==> config.mk <==
export PLATFORM = sky130hd
export DESIGN_NAME = lbc_encoder_sched
export DESIGN_NICKNAME = d
export VERILOG_FILES = /design/src/rtl/lbc_encoder_sched.sv
export SDC_FILE = /design/constraint.sdc
export NUM_CORES = 1
export LEC_CHECK = 0
export ABC_AREA = 1
export CAP_MARGIN = 5
export CORE_MARGIN = 5
export CORE_UTILIZATION = 30
export DETAILED_ROUTE_END_ITERATION = 6
export PLACE_DENSITY = 0.55
export SYNTH_ARGS = -nofsm -noshare
export SYNTH_HDL_FRONTEND = slang
export SYNTH_SLANG_ARGS = --single-unit
export TNS_END_PERCENT = 100
==> constraint.sdc <==
create_clock -name clk -period 2.45 [get_ports clk]
set_input_delay 0.245 -clock clk [delete_from_list [all_inputs] [get_ports clk]]
set_output_delay 0.245 -clock clk [all_outputs]
set_load 0.02 [all_outputs]
==> src/rtl/lbc_encoder_sched.sv <==
// Round-robin scheduler sharing one 4-byte-in / 38-bit-out block encoder between NREQ byte streams.
// A frame is locked to one requester; codewords are captured after ENC_LAT and queued in a 2-entry FIFO.
module lbc_encoder_sched #(
  parameter int NREQ    = 2,
  parameter int ENC_LAT = 2,
  parameter int IDW     = (NREQ > 1) ? $clog2(NREQ) : 1
) (
  input  logic                 clk,
  input  logic                 rst,
  input  logic [NREQ-1:0]      req_valid,
  input  logic [8*NREQ-1:0]    req_data,
  output logic [NREQ-1:0]      req_ready,
  output logic [7:0]           enc_d,
  output logic [1:0]           enc_phase,
  output logic                 enc_we,
  input  logic [37:0]          enc_c,
  output logic                 cw_valid,
  output logic [37:0]          cw_data,
  output logic [IDW-1:0]       cw_id,
  input  logic                 cw_ready,
  output logic                 busy
);

  // Handshakes: a byte moves when req_valid[i] & req_ready[i]; a codeword leaves when cw_valid & cw_ready.
  typedef enum logic [1:0] {S_IDLE, S_ARB, S_LOAD, S_WAIT} state_t;

  state_t         state_q, state_d;
  logic [IDW-1:0] rr_ptr_q, rr_ptr_d;
  logic [IDW-1:0] gnt_q, gnt_d;
  logic [1:0]     beat_q, beat_d;
  logic [3:0]     lat_cnt_q, lat_cnt_d;
  logic           inflight_q, inflight_d;

  logic [37:0]    fifo_data_q [2];
  logic [37:0]    fifo_data_d [2];
  logic [IDW-1:0] fifo_id_q [2];
  logic [IDW-1:0] fifo_id_d [2];
  logic           wr_ptr_q, wr_ptr_d;
  logic           rd_ptr_q, rd_ptr_d;
  logic [1:0]     count_q, count_d;

  logic [7:0]     req_bytes [NREQ];
  logic           arb_found;
  logic [IDW-1:0] arb_idx;
  logic [IDW-1:0] rr_next;
  logic           credit_ok;
  logic           gnt_valid;
  logic           push;
  logic           pop;

  always_comb begin
    for (int i = 0; i < NREQ; i++) begin
      req_bytes[i] = req_data[8*i +: 8];
    end
  end

  // First valid requester at or after rr_ptr, wrapping at NREQ.
  always_comb begin
    logic [IDW:0] cand;
    logic [IDW:0] nxt;
    arb_found = 1'b0;
    arb_idx   = '0;
    cand      = '0;
    for (int k = 0; k < NREQ; k++) begin
      cand = {1'b0, rr_ptr_q} + (IDW+1)'(k);
      if (cand >= (IDW+1)'(NREQ)) cand = cand - (IDW+1)'(NREQ);
      if (!arb_found && req_valid[cand[IDW-1:0]]) begin
        arb_found = 1'b1;
        arb_idx   = cand[IDW-1:0];
      end
    end
    nxt = {1'b0, arb_idx} + (IDW+1)'(1);
    if (nxt == (IDW+1)'(NREQ)) nxt = '0;
    rr_next = nxt[IDW-1:0];
  end

  assign credit_ok = (3'(count_q) + 3'(inflight_q)) < 3'd2;
  assign gnt_valid = req_valid[gnt_q];

  always_ff @(posedge clk or posedge rst) begin
    if (rst) begin
      state_q    <= S_IDLE;
      rr_ptr_q   <= '0;
      gnt_q      <= '0;
      beat_q     <= '0;
      lat_cnt_q  <= '0;
      inflight_q <= 1'b0;
    end else begin
      state_q    <= state_d;
      rr_ptr_q   <= rr_ptr_d;
      gnt_q      <= gnt_d;
      beat_q     <= beat_d;
      lat_cnt_q  <= lat_cnt_d;
      inflight_q <= inflight_d;
    end
  end

  always_comb begin
    state_d    = state_q;
    rr_ptr_d   = rr_ptr_q;
    gnt_d      = gnt_q;
    beat_d     = beat_q;
    lat_cnt_d  = lat_cnt_q;
    inflight_d = inflight_q;
    push       = 1'b0;
    case (state_q)
      S_IDLE: begin
        if ((|req_valid) && credit_ok) state_d = S_ARB;
      end
      S_ARB: begin
        if (arb_found) begin
          gnt_d      = arb_idx;
          rr_ptr_d   = rr_next;
          beat_d     = 2'd0;
          inflight_d = 1'b1;
          state_d    = S_LOAD;
        end else begin
          state_d = S_IDLE;
        end
      end
      S_LOAD: begin
        if (gnt_valid) begin
          beat_d = beat_q + 2'd1;
          if (beat_q == 2'd3) begin
            lat_cnt_d = 4'(ENC_LAT);
            state_d   = S_WAIT;
          end
        end
      end
      S_WAIT: begin
        lat_cnt_d = lat_cnt_q - 4'd1;
        if (lat_cnt_q == 4'd1) begin
          push       = 1'b1;
          inflight_d = 1'b0;
          state_d    = S_IDLE;
        end
      end
      default: state_d = S_IDLE;
    endcase
  end

  always_comb begin
    req_ready = '0;
    enc_we    = 1'b0;
    enc_d     = 8'h00;
    enc_phase = 2'd0;
    busy      = (state_q != S_IDLE);
    if (state_q == S_LOAD) begin
      req_ready[gnt_q] = 1'b1;
      enc_we           = gnt_valid;
      enc_d            = req_bytes[gnt_q];
      enc_phase        = beat_q;
    end
  end

  // Credit guarantees a push never meets a full FIFO.
  assign pop = cw_valid & cw_ready;

  always_comb begin
    fifo_data_d = fifo_data_q;
    fifo_id_d   = fifo_id_q;
    wr_ptr_d    = wr_ptr_q;
    rd_ptr_d    = rd_ptr_q;
    count_d     = count_q;
    if (push) begin
      fifo_data_d[wr_ptr_q] = enc_c;
      fifo_id_d[wr_ptr_q]   = gnt_q;
      wr_ptr_d              = ~wr_ptr_q;
    end
    if (pop) rd_ptr_d = ~rd_ptr_q;
    case ({push, pop})
      2'b10:   count_d = count_q + 2'd1;
      2'b01:   count_d = count_q - 2'd1;
      default: count_d = count_q;
    endcase
  end

  always_ff @(posedge clk or posedge rst) begin
    if (rst) begin
      fifo_data_q <= '{default: '0};
      fifo_id_q   <= '{default: '0};
      wr_ptr_q    <= 1'b0;
      rd_ptr_q    <= 1'b0;
      count_q     <= 2'd0;
    end else begin
      fifo_data_q <= fifo_data_d;
      fifo_id_q   <= fifo_id_d;
      wr_ptr_q    <= wr_ptr_d;
      rd_ptr_q    <= rd_ptr_d;
      count_q     <= count_d;
    end
  end

  assign cw_valid = (count_q != 2'd0);
  assign cw_data  = fifo_data_q[rd_ptr_q];
  assign cw_id    = fifo_id_q[rd_ptr_q];

endmodule
==> results.ini <==
[outcome]
status=complete, no violations

[cts]
h-tree-depth=3
cts_hold_buf=0
clk_pin_slew_ns=0.06
cts_setup_buffers=0
insertion_delay_ns=0.34
cts_buffer_depth=2
root_buffer=clkbuf_16
cts-resized-gates=0
numCtsBuffers=9
cts_tree=built
numClockSinks=93

[die]
coreArea_sq_um=14000
die_y_microns=130
die_w_microns=130
io_pins=113
rows=43
initial_utilization_pct=30.9
dieArea_sq_um=16900

[routing]
ant_nets=0
drt_iter0_markers=205
wl_per_cell_microns=13.6
dr_total_vias=3727
dr.pass1.iters=4
drc=0
wl_microns=11100
viasPerCell=4.55

[synthesis]
synth_cell_types=27
yosys_warnings=0
synthCells=530
synthArstFlopShare_pct=100
ys.flop_type=dfrtp_1
yosysSeqAreaShare_pct=53.9
syn_area_sq_um=4320
syn_avg_cell_area_sq_um=8.15
synth_seq_cells=93
synth_enable_flop_cells=0
syn-num-nets=593

[final_layout]
fillCellCount=1435
final_cell_mix=nand2_1 (184), clkdlybuf4s50_1 (112), o21ai_0 (103)
mostFrequentLayoutCell=nand2_1
drive_gt1_share_pct=4.85
diodes=0
nNetsFinal=698
area_growth_pct=36.5

[power_and_ir_drop]
ir_drop_mv=0.568
cellLeakagePower_nw=2.60
powerDensity_nw_per_um2=1360

[sta]
slew_headroom_pct=53.1
max_freq_mhz=438
fin_tns_setup_ns=0
hold_viol_final=0
clock_skew_ns=0.00854
setup_viol=0
rsz0062_at_grt=false
setup_slack_ns=0.169
maxSlewViolCount=0
min_period_ns=2.28
fin_crit_sh_pct=93.1
worst_pin_slew_ns=0.704

[placement]
io_buffers=112
gp_congestion=0.789
dp_slack_ns=0.431
dpl.hpwl_microns=7860

[global_routing]
track_usage_pct=13.7
grt_antenna_before_repair=0
grt_pass1_wl_microns=18400
grt_start_max_net_pins=69
grt_pass1_vias=3860
gr-total-overflow=0

[job]
maxCapViolCount=0

[setup_path]
crit_type=register to output pin
path_max_fanout=29
crit_required_ns=2.20
cp.arrival_ns=2.04
cp-start-kind=register
end_kind=output pin

[worst_hold_path]
min_path_type=input pin to async pin

synthesized netlist by cell type, drive strengths merged (2+ instances only):
cell type | instances | share of area [%]
clkinv | 2 | 0.17
nand4 | 3 | 0.78
nand3 | 7 | 0.81
inv | 60 | 5.2
buf | 11 | 1.9
nand2 | 184 | 16
a22o | 8 | 1.6
o21ai | 123 | 14
clkbuf | 18 | 1.6
xor2 | 2 | 0.41
or2 | 2 | 0.29
ha | 4 | 1.2
dfrtp | 93 | 54
xnor2 | 2 | 0.41
nor2 | 7 | 0.84
layout make-up:
cell class              instances  area (sq um)  share of cell area [%]
repair buffers                123          1230                    20.8
flip-flops and latches         93          2330                    39.5
multi-input cells             346          1610                    27.4
well taps                     180           225                    3.82
clock buffers                  14           254                    4.31
inverters                      62           236                    4.01
clock inverters                 1          7.51                   0.127
per-layer routing:
metal	track usage [%]	vias to the layer above	share of wire [%]
li1	-	1885	-
met1	16.6	1730	45
met2	22.5	99	46
met3	4.83	13	7.7
met4	5.01	0	1.6
met5	0	-	0
final timing paths:
kind | startpoint | end | slack [ns] | cells after the start
worst min-delay path | rst | count_q[0]$_DFFE_PP0P_ | 0.41 | 3
worst max register to register | lat_cnt_q[1]$_DFFE_PP0P_ | fifo_data_q[33]$_DFFE_PP0P_ | 0.47 | 8
worst max-delay path | rd_ptr_q$_DFFE_PP0P_ | cw_data[20] | 0.17 | 3
worst min register to register | inflight_q$_DFFE_PP0P_ | inflight_q$_DFFE_PP0P_ | 0.48 | 2
min in group clk | inflight_q$_DFFE_PP0P_ | inflight_q$_DFFE_PP0P_ | 0.48 | 2
max in group asynchronous | rst | fifo_data_q[30]$_DFFE_PP0P_ | 1.48 | 3
registers in the layout, indices dropped and copies added (netlist names), named ones only:
name,cells
fifo_data_q,76
lat_cnt_q,4
beat_q,2
count_q,2
fifo_id_q,2
gnt_q,1
inflight_q,1
rd_ptr_q,1
rr_ptr_q,1
state_q,1
wr_ptr_q,1
logic make-up (layout without fill, tap and decap cells):
| group | after synthesis | after routing | share of synthesized area, % |
|---|---|---|---|
| adders and majority gates | 4 | 4 | 1.16 |
| buffers and inverters | 91 | 200 | 8.90 |
| xor gates and xnor gates | 4 | 4 | 0.812 |
| AOI/OAI and AO/OA | 135 | 135 | 16.5 |
| DFF | 93 | 93 | 53.9 |
| and+or+nand+nor | 203 | 203 | 18.7 |
where the power goes:
part	total [mW]	leakage, nW	internal [mW]	switching, mW
clock	1.27	0.123	0.712	0.554
combinational	4.14	1.41	1.78	2.35
sequential	2.63	1.06	2.29	0.340
critical path, stage by stage, from the launching register on:
cell,delay [ns]
dfrtp_2,0.49
buf_4,0.25
o21ai_0,0.28
clkdlybuf4s50_1,0.66
metrics by stage:
step / instances / hold WS (ns) / util (%) / power (mW) / cell area, sq um
CTS: 819 / 0.438 / 42.1 / 8.15 / 5890
detailed placement: 804 / 0.471 / 40.3 / 6.85 / 5630
finish: 819 / 0.406 / 42.1 / 8.03 / 5890
floorplan: 530 / 0.362 / - / 4.99 / 4320
global placement: 804 / 0.461 / 40.3 / 6.76 / 5630
global route: 819 / 0.478 / 42.1 / 8.69 / 5890
(Power assumes the default switching activity.)
